$ cat config.mk
export PLATFORM = sky130hd
export DESIGN_NAME = encoder_a2_flat
export DESIGN_NICKNAME = d
export VERILOG_FILES = /design/src/rtl/encoder_a2_if.sv /design/src/rtl/encoder_a2.sv /design/src/flat_wrapper.sv
export SDC_FILE = /design/constraint.sdc
export NUM_CORES = 1
export LEC_CHECK = 0
export ABC_AREA = 1
export BUFFER_PORTS_ARGS = -buffer_cell sky130_fd_sc_hd__buf_2
export CAP_MARGIN = 20
export CORE_MARGIN = 8
export CORE_UTILIZATION = 25
export CTS_BUF_LIST = sky130_fd_sc_hd__clkbuf_4 sky130_fd_sc_hd__clkbuf_8 sky130_fd_sc_hd__clkbuf_16
export DETAILED_ROUTE_END_ITERATION = 6
export PLACE_DENSITY = 0.38
export SLEW_MARGIN = 20
export SYNTH_ARGS = -nofsm -noshare
export SYNTH_HDL_FRONTEND = slang
export SYNTH_SLANG_ARGS = --single-unit
$ cat constraint.sdc
create_clock -name clk -period 3.2 [get_ports clk]
set_clock_uncertainty 0.05 [all_clocks]
set_input_delay 0.48 -clock clk [delete_from_list [all_inputs] [get_ports clk]]
set_output_delay 0.48 -clock clk [all_outputs]
set_load 0.01 [all_outputs]
$ cat src/rtl/encoder_a2_if.sv
// Serial message-in / codeword-out handshake bundle for encoder_a2.
// master = encoder side, slave = the source/sink environment around it.
interface encoder_a2_if;
    logic data_in;
    logic in_valid;
    logic in_flag;
    logic data_out;
    logic out_flag;
    logic out_ready;
    logic out_sof;

    modport master (
        input  data_in, in_valid, out_ready,
        output in_flag, data_out, out_flag, out_sof
    );

    modport slave (
        output data_in, in_valid, out_ready,
        input  in_flag, data_out, out_flag, out_sof
    );
endinterface

$ cat src/rtl/encoder_a2.sv
// Serial systematic cyclic (K,K+P) encoder: K message bits MSB first, then P
// parity bits (remainder of x^P*m(x) mod g(x)), one bit per output handshake.
module encoder_a2 #(
    parameter int unsigned     K     = 4,
    parameter int unsigned     P     = 3,
    parameter logic [P-1:0]    GPOLY = 3'b011
) (
    input  logic            clk,
    input  logic            rst_n,   // active-high asynchronous reset
    encoder_a2_if.master    bus
);

    localparam int unsigned MAX_CNT = (K > P) ? K : P;
    localparam int unsigned CNT_W   = $clog2(MAX_CNT) + 1;

    typedef enum logic [0:0] {
        ST_MSG = 1'b0,
        ST_PAR = 1'b1
    } state_e;

    state_e             state_q,    state_d;
    logic [CNT_W-1:0]   bit_cnt_q,  bit_cnt_d;
    logic [P-1:0]       r_q,        r_d;
    logic               data_out_q, data_out_d;
    logic               out_flag_q, out_flag_d;
    logic               out_sof_q,  out_sof_d;

    logic               slot_free_c;
    logic               in_flag_c;
    logic               fb_c;

    // State register
    always_ff @(posedge clk or posedge rst_n) begin
        if (rst_n) begin
            state_q    <= ST_MSG;
            bit_cnt_q  <= '0;
            r_q        <= '0;
            data_out_q <= 1'b0;
            out_flag_q <= 1'b0;
            out_sof_q  <= 1'b0;
        end else begin
            state_q    <= state_d;
            bit_cnt_q  <= bit_cnt_d;
            r_q        <= r_d;
            data_out_q <= data_out_d;
            out_flag_q <= out_flag_d;
            out_sof_q  <= out_sof_d;
        end
    end

    // Next-state: output slot refills only when empty or being drained
    always_comb begin
        state_d     = state_q;
        bit_cnt_d   = bit_cnt_q;
        r_d         = r_q;
        data_out_d  = data_out_q;
        out_flag_d  = out_flag_q;
        out_sof_d   = out_sof_q;
        slot_free_c = !out_flag_q || bus.out_ready;
        in_flag_c   = !rst_n && slot_free_c && (state_q == ST_MSG);
        fb_c        = bus.data_in ^ r_q[P-1];

        unique case (state_q)
            ST_MSG: begin
                if (bus.in_valid && in_flag_c) begin
                    data_out_d = bus.data_in;
                    out_flag_d = 1'b1;
                    out_sof_d  = (bit_cnt_q == '0);
                    r_d        = {r_q[P-2:0], 1'b0} ^ (fb_c ? GPOLY : P'(0));
                    if (bit_cnt_q == CNT_W'(K - 1)) begin
                        bit_cnt_d = '0;
                        state_d   = ST_PAR;
                    end else begin
                        bit_cnt_d = bit_cnt_q + CNT_W'(1);
                    end
                end else if (slot_free_c) begin
                    out_flag_d = 1'b0;
                    out_sof_d  = 1'b0;
                end
            end
            ST_PAR: begin
                if (slot_free_c) begin
                    data_out_d = r_q[P-1];
                    r_d        = r_q << 1;
                    out_flag_d = 1'b1;
                    out_sof_d  = 1'b0;
                    if (bit_cnt_q == CNT_W'(P - 1)) begin
                        bit_cnt_d = '0;
                        r_d       = '0;
                        state_d   = ST_MSG;
                    end else begin
                        bit_cnt_d = bit_cnt_q + CNT_W'(1);
                    end
                end
            end
            default: state_d = ST_MSG;
        endcase
    end

    assign bus.in_flag  = in_flag_c;
    assign bus.data_out = data_out_q;
    assign bus.out_flag = out_flag_q;
    assign bus.out_sof  = out_sof_q;

endmodule

$ cat src/flat_wrapper.sv
// flat-port wrapper written by rule: the top's interface ports become plain ports
module encoder_a2_flat 
#(
    parameter int unsigned     K     = 4,
    parameter int unsigned     P     = 3,
    parameter logic [P-1:0]    GPOLY = 3'b011
)
  (clk, rst_n, bus_data_in, bus_in_valid, bus_out_ready, bus_in_flag, bus_data_out, bus_out_flag, bus_out_sof);
  encoder_a2_if bus_i ();
  input  logic clk;
  input  logic rst_n;
  input wire logic [$bits(bus_i.data_in)-1:0] bus_data_in;
  input wire logic [$bits(bus_i.in_valid)-1:0] bus_in_valid;
  input wire logic [$bits(bus_i.out_ready)-1:0] bus_out_ready;
  output wire logic [$bits(bus_i.in_flag)-1:0] bus_in_flag;
  output wire logic [$bits(bus_i.data_out)-1:0] bus_data_out;
  output wire logic [$bits(bus_i.out_flag)-1:0] bus_out_flag;
  output wire logic [$bits(bus_i.out_sof)-1:0] bus_out_sof;
  assign bus_i.data_in = bus_data_in;
  assign bus_i.in_valid = bus_in_valid;
  assign bus_i.out_ready = bus_out_ready;
  assign bus_in_flag = bus_i.in_flag;
  assign bus_data_out = bus_i.data_out;
  assign bus_out_flag = bus_i.out_flag;
  assign bus_out_sof = bus_i.out_sof;
  encoder_a2 #(.K(K), .P(P), .GPOLY(GPOLY)) u_core (.clk(clk), .rst_n(rst_n), .bus(bus_i));
endmodule
**Word level (Yosys, flattened, before mapping)**

Cells that the tools add are included.

- Register bits: 10
- Bits in latches: 0
- Bits in writable memories: 0
- Memory bits (read-only): 0
- Input bits: 5
- Output and inout port bits: 4
- Word-level logic and storage cells: 49
- Memories: 0

- $add $sub $neg: 1
- $mul: 0
- Div/mod/pow operators: 0
- Order comparisons: 0
- Equal/unequal tests: 5
- Shifts and indexed selects: 0
- Multiplexer cells: 25
- Bitwise logic cells: 3
- Reductions and logical operators: 9

Operators with widths:

| cell | count |
|---|---|
| two-way mux 3 bit | 7 |
| case mux 3 bit (2 select lines) | 2 |
| two-way mux 1 bit | 11 |
| case mux 1 bit (2 select lines) | 4 |
| == test 3 x 2 -> 1 bit (second input constant) | 2 |
| inequality test 2 bit (second input constant) | 2 |
| AND reduction 2 bit | 2 |
| adder 3 x 1 -> 3 bit (second input constant) | 1 |
| logical AND 1 bit | 3 |
| zero test 3 bit | 1 |
| inequality test 3 x 2 -> 1 bit (second input constant) | 1 |
| bitwise XOR 3 bit | 1 |
| zero test 1 bit | 2 |
| two-way mux 2 bit | 1 |
| logical OR 1 bit | 1 |
| inverter 1 bit | 1 |
| bitwise XOR 1 bit | 1 |

**Depth between registers and ports, before layout**

Gate-level depths: netlist (run 1).

- Depth in word-level cells: 7
- Depth in mapped cells: 7
- Depth with buffers taken out: 7

**Worst setup path before layout (run 1)**

OpenSTA, ideal clock, no wires.

- Path type: input port to output port
- Start: in bus_out_ready
- End: out bus_in_flag
- Arrival: 0.924 ns
- Data required time: 2.670 ns
- Path slack: 1.746 ns
- Stages on the path: 4
- Buffers on the path: 0
- Cells stage by stage: inv_1 -> nand2_2 -> inv_1 -> nor3_1

- Word-level cells in the longest chain between the ends: 3

RTL lines:

| item | RTL line | source |
|---|---|---|
| from (decl) | flat_wrapper.sv:14 | `input wire logic [$bits(bus_i.out_ready)-1:0] bus_out_ready;` |
| logical OR 1 bit | encoder_a2.sv:59 | `slot_free_c = !out_flag_q \|\| bus.out_ready;` |
| logical AND 1 bit (2 in series) | encoder_a2.sv:60 | `in_flag_c = !rst_n && slot_free_c && (state_q == ST_MSG);` |
| to (decl) | flat_wrapper.sv:15 | `output wire logic [$bits(bus_i.in_flag)-1:0] bus_in_flag;` |

Every way passes these cells.

**Worst setup path in the final report (run 1)**

- Start: reg u_core.state_q
- End: out bus_in_flag

- Word-level cells in the longest chain between the ends: 2

RTL lines:

| item | RTL line | source |
|---|---|---|
| from (decl) | encoder_a2.sv:21 | `state_e state_q, state_d;` |
| from (signal assigned) | encoder_a2.sv:42 | `state_q <= state_d;` |
| inverter 1 bit | encoder_a2.sv:60 |  |
| logical AND 1 bit | encoder_a2.sv:60 |  |

Every way passes these cells.

==> summary.md, run 1 <==
| Metric | Value |
|---|---|
| Yosys Warn Count | 0 |
| Vias | 473 |
| Residual DRC count | 0 |
| Crit path cell chain | nor3_1, buf_2 |
| CP endpoint kind | primary output |
| Clk slew on worst S/H paths | 0.08 ns |
| Inst Count DP | 116 |
| Syn nets | 89 |
| N_diodes | 0 |
| Synth top cells by count | nand2_1 (30), inv_1 (13), dfrtp_1 (10) |
| Vias in the first global route | 440 |
| Min-Delay Path Class | in -> async |
| Detail Route Antenna Nets | 0 |
| CTS buffer count | 3 |
| WL met3 | 115 um |
| Die W | 66.1 um |
| Post-synth top flop | dfrtp_1 |
| WL met1 | 574 um |
| Mux cell area share after synthesis | 0% |
| Antenna violations before repair | 0 |
| Bufs and invs on worst path | 1 |
| Cell count after synthesis | 79 |
| DRT Wirelength | 1.17 mm |
| FF+latch count, synth | 10 |
| Yosys top cell area share | 39.9% |
| Maxcap violations | 0 |
| Met2 routed WL | 468 um |
| Leak Pwr | 0.394 nW |
| Post-CTS setup buffers | 0 |
| Post-synthesis sequential area ratio | 39.9% |
| Via/cell ratio | 3.94 |
| Synth Cell Area | 627 um^2 |
| Slowest-stage cell, CP | dfrtp_1 |
| Avg Inst Size Synth | 7.93 um^2 |
| CTS tree | yes |
| Critical path class | reg -> out |
| Num ports | 9 |
| Most common cell in the netlist | nand2_1 |
| Wire per inst | 9.73 um |
| Placer Congestion | 0.717 |
| H-tree depth | 1 |
| RSZ-0062 raised after global routing | false |
| Sink Count | 10 |
| Synth cell types | 17 |
| 1st-iter DRT viols | 12 |
| Initial core utilization | 25.8% |
| Area Growth Syn to Fin | 16.4% |
| CP Data Required Time | 2.67 ns |
| Pwr Density | 790 nW/um^2 |
| Share of cells above drive strength 1 | 20.0% |
| Period minus WS final | 1.67 ns |
| GRT Residual Overflow | 0 |
| Run status | complete, no violations |
| Max-slew headroom | 71.9% |
| Core box area | 2430 um^2 |
| Final Cycle Share | 52.3% |
| Synth Area in Compound Gates | 4.79% |
| Root buffer cell | clkbuf_4 |
| Worst Setup SP | u_core.state_q |
| CP Launch Type | flip-flop |
| Final hold vios | 0 |
| Final Non-Filler Cells | 120 |
| Synth top area cells | dfrtp_1 (40%), nand2_1 (18%), ha_1 (10%) |
| I/O Buffers | 8 |
| Cell row count | 18 |
| Final slew viol count | 0 |
| CTS resizes | 0 |
| Hold-fix buffers, CTS | 0 |
| Clock Latency Late Sink | 0.27 ns |
| Final TNS setup | 0 ns |
| Final count of negative-setup-slack endpoints | 0 |
| DP HPWL | 901 um |
| Crit Path Max Fanout | 9 |
| Max stage delay on crit path | 0.51 ns |
| Top layer in use | met4 |
| First-pass iteration count of the detailed router | 4 |
| Ys async rst share | 100% |
| First-pass GRT wire length | 1.98 mm |
| Crit path max-delay family | flip-flops |
| Cell taking the most area after synthesis | dfrtp_1 |
| Number of synthesized flops with an enable pin | 0 |
| Reg-to-reg startpoint | u_core.bit_cnt_q[0] |
| Synth Area in Adders | 9.98% |
| Total track usage | 6.20% |
| Layout Nets | 101 |
| Fmax | 597 MHz |
| Post-synthesis simple-gate area fraction | 34.3% |
| Die Y | 66.1 um |
| Power, Total | 0.576 mW |
| Hold slack | 0.177 ns |
| CP arrival | 1.14 ns |
| Pin count of the biggest net entering global routing | 11 |
| IR drop worst, VDD | 0.000345 V |
| Main combinational cell family by area after synthesis | simple AND/OR/NAND/NOR gates |
| Clock Path Buffers | 2 |
| Post-Synth XOR/XNOR Area | 0% |
| Die ar. | 4370 um^2 |
| Slew @ Worst Pin | 0.421 ns |
-- report_power, final --
part / total, mW / internal, mW / leakage [nW] / switching [mW]
sequential: 0.221 / 0.178 / 0.128 / 0.0437
combinational: 0.239 / 0.0934 / 0.246 / 0.146
clock: 0.115 / 0.0691 / 0.0210 / 0.0462
-- routing by layer --
| layer | vias to the layer above | GRT usage, % |
|---|---|---|
| met2 | 10 | 8.53 |
| met5 | - | 0 |
| met1 | 199 | 7.16 |
| met4 | 0 | 2.40 |
| met3 | 2 | 4.58 |
| li1 | 262 | - |
-- flip-flops by register name, summed over array words and instances, names as in the netlist --
signal	count
u_core.bit_cnt_q	3
u_core.bus.data_out	1
u_core.bus.out_flag	1
u_core.bus.out_sof	1
u_core.r_q	3
u_core.state_q	1
-- final timing paths --
kind                       depth (start not counted)                  end  slack [ns]
setup / recovery                                   2          bus_in_flag        1.53
hold / removal                                     2   u_core.bus.out_sof        0.18
setup reg to reg                                   7  u_core.bit_cnt_q[2]        1.84
hold reg to reg                                    2  u_core.bus.data_out        0.42
max in group asynchronous                          2        u_core.r_q[0]        2.62
min in group clk                                   2  u_core.bus.data_out        0.42
-- final cells by class --
type,instances,area (um^2)
clock buffers,4,36.3
fillers,273,1700
well taps,30,37.5
flip-flops and latches,10,250
repair buffers,8,40.0
inverters,14,57.6
multi-input cells,54,308
-- stage by stage --
| stage | setup WS, ns | util [%] | instance area [um^2] |
|---|---|---|---|
| after floorplan | 1.75 | - | 627 |
| after global placement | 1.65 | 28.5 | 693 |
| after detailed placement | 1.63 | 28.5 | 693 |
| after CTS | 1.51 | 30.0 | 729 |
| after global routing | 1.47 | 30.0 | 729 |
| final | 1.53 | 30.0 | 729 |
-- cell families (layout without fill, tap and decap cells) --
| logic type | after synthesis | in the layout |
|---|---|---|
| buffers and inverters | 15 | 26 |
| AOI/OAI and AO/OA | 6 | 6 |
| adders and majority gates | 5 | 5 |
| DFF | 10 | 10 |
| and+or+nand+nor | 43 | 43 |
-- cell usage in the layout, fill, tap and decap left out, types with 3 or more instances in the layout --
cell type / count
nand2_1: 30
inv_1: 13
dfrtp_1: 10
buf_2: 8
o21ai_0: 5
ha_1: 5
nand3_1: 3
nor2_1: 3
clkbuf_4: 3
No activity file was read; power rests on OpenSTA's default activity.
==> run 2, diff against run 1 <==
PLACE_DENSITY = 0.4   (was 0.38)
clock period = 1.5 ns   (was 3.2 ns; I/O delays follow)
==> run 2 against run 1 <==
Compared with the run above: flip-flop and latch count unchanged; utilization rose by 0.36 points; total power increased by 110%; design area rose by 1.2%; combinational power is 120% higher; sequential share of layout area shrank 0.41 points; non-clock buffer count rose by 2; highest routed layer unchanged; clock power grew 65%; global-route usage is 0.34 points higher.
==> summary.md, run 2 (same netlist as run 1, synthesis figures left out) <==
| Metric | Value |
|---|---|
| Die ar. | 4370 um^2 (unchanged) |
| GR Util met3 | 4.24% (was 4.58%) |
| Met2 usage | 8.53% (unchanged) |
| CTS tree | yes (unchanged) |
| Slew @ Worst Pin | 0.432 ns (was 0.421 ns) |
| Largest registers | u_core.bit_cnt_q x3, u_core.r_q x3 (unchanged) |
| Min-Delay Path Class | in -> reg (was in -> async) |
| I/O Buffers | 8 (unchanged) |
| Critical path class | in -> out (was reg -> out) |
| P_sw | 0.513 mW (was 0.236 mW) |
| Area Growth Syn to Fin | 17.8% (was 16.4%) |
| Post-place instance area | 701 um^2 (was 693 um^2) |
| Num ports | 9 (unchanged) |
| Clk slew on worst S/H paths | 0.07 ns (was 0.08 ns) |
| Most common cell after layout, fill and taps aside | nand2_1 (unchanged) |
| Combinational Power Share | 44.7% (was 41.5%) |
| Root buffer cell | clkbuf_4 (unchanged) |
| Crit Path Max Fanout | 3 (was 9) |
| Final TNS setup | 0 ns (unchanged) |
| Run status | complete, no violations (unchanged) |
| Final slew viol count | 0 (unchanged) |
| First-pass GRT wire length | 2.11 mm (was 1.98 mm) |
| Pint | 0.684 mW (was 0.340 mW) |
| Setup ws final | 0.0227 ns (was 1.53 ns) |
| Initial core utilization | 25.8% (unchanged) |
| Fmax | 677 MHz |
| CP Launch Type | input port (was flip-flop) |
| Cell row count | 18 (unchanged) |
| Util after Layout | 30.3% (was 30.0%) |
| Fillers | 271 (was 273) |
| DRT Wirelength | 1.24 mm (was 1.17 mm) |
| CTS buffer count | 3 (unchanged) |
| Pin count of the biggest net entering global routing | 11 (unchanged) |
| First-pass iteration count of the detailed router | 4 (unchanged) |
| H-tree depth | 1 (unchanged) |
| Vias | 485 (was 473) |
| GRT Residual Overflow | 0 (unchanged) |
| N_diodes | 0 (unchanged) |
| Placer Congestion | 0.713 (was 0.717) |
| Period minus WS final | 1.48 ns |
| Die W | 66.1 um (unchanged) |
| CP arrival | 1.20 ns (was 1.14 ns) |
| Pwr Density | 1620 nW/um^2 (was 790 nW/um^2) |
| Share of cells above drive strength 1 | 20.9% (was 20.0%) |
| Switching share of power | 42.8% (was 40.9%) |
| Final count of negative-setup-slack endpoints | 0 (unchanged) |
| Die Y | 66.1 um (unchanged) |
| Wire per inst | 10.2 um (was 9.73 um) |
| Max-slew headroom | 71.2% (was 71.9%) |
| Layout Nets | 103 (was 101) |
| Total track usage | 6.55% (was 6.20%) |
| CP Data Required Time | 1.22 ns (was 2.67 ns) |
| Clock Latency Late Sink | 0.27 ns (about the same) |
| Via/cell ratio | 4.01 (was 3.94) |
| Place WS | 0.151 ns (was 1.63 ns) |
| Clock share of power | 15.9% (was 20.0%) |
| Vias in the first global route | 436 (was 440) |
| Hold slack | 0.211 ns (was 0.177 ns) |
| 1st-iter DRT viols | 17 (was 12) |
| Residual DRC count | 0 (unchanged) |
| Leak Pwr | 0.396 nW (was 0.394 nW) |
| Final hold vios | 0 (unchanged) |
| Seq pwr share | 39.5% (was 38.4%) |
| Clock Path Buffers | 2 (unchanged) |
| CP endpoint kind | primary output (unchanged) |
| IR drop worst, VDD | 0.000651 V (was 0.000345 V) |
| Final Cycle Share | 98.5% |
| Core box area | 2430 um^2 (unchanged) |
| Most frequent cells in the layout | nand2_1 (30), inv_1 (13), dfrtp_1 (10) (unchanged) |
| Maxcap violations | 0 (unchanged) |
| Detail Route Antenna Nets | 0 (unchanged) |
| DP HPWL | 951 um (was 901 um) |
| Final instance area | 738 um^2 (was 729 um^2) |
| Met1 track demand over resource | 8.33% (was 7.16%) |
| GRT busiest layer | met2 (unchanged) |
| Antenna violations before repair | 0 (unchanged) |
| Sink Count | 10 (unchanged) |
-- run 2: layout make-up --
class,instances,area [um^2],area share (%)
clock buffers,3,22.5,3.05
inverters,14,57.6,7.80
multi-input cells,54,313,42.4
flip-flops and latches,10,250,33.9
well taps,30,37.5,5.08
repair buffers,10,57.6,7.80
-- run 2: routing by layer --
metal	up-vias	wire length, um	share of wire (%)
li1	264	-	-
met3	2	117	9.5
met2	13	467	38
met1	206	640	52
met4	0	10	0.81
met5	-	0	0
-- run 2: worst paths after layout --
| kind | start | to | slack [ns] | depth (start not counted) |
|---|---|---|---|---|
| min in group asynchronous | rst_n | u_core.bus.out_sof | 0.48 | 3 |
| hold / removal | bus_out_ready | u_core.bus.out_flag | 0.21 | 4 |
| hold reg to reg | u_core.bus.data_out | u_core.bus.data_out | 0.42 | 2 |
| setup reg to reg | u_core.bit_cnt_q[0] | u_core.bit_cnt_q[2] | 0.16 | 7 |
| setup / recovery | rst_n | bus_in_flag | 0.02 | 4 |
| max in group asynchronous | rst_n | u_core.bit_cnt_q[1] | 0.61 | 3 |
-- run 2: power groups by stage --
stage	logic, mW	registers, mW	clock network (mW)
global route	0.615	0.487	0.216
detailed placement	0.538	0.477	0
global placement	0.543	0.476	0
finish	0.535	0.472	0.190
CTS	0.541	0.472	0.198
floorplan	0.409	0.465	0
-- run 2: timing repair --
item | 4_1_cts | 5_1_grt
buffers inserted | 0 | 0
setup endpoints to repair | 0 | 1
resized for setup | 0 | 1
endpoints found under the hold margin | 10 | 0
hold buffers | 1 | 0
-- run 2: per-stage QoR --
step                      power [mW]  instances
after floorplan                0.875         79
after global routing            1.32        121
after global placement          1.02        117
final                           1.20        121
after CTS                       1.21        121
after detailed placement        1.01        117
-- run 2: worst max-delay path, stage by stage --
cell	delay [ns]
dlygate4sd3_1	0.53
buf_2	0.15
nor3_2	0.15
buf_2	0.15
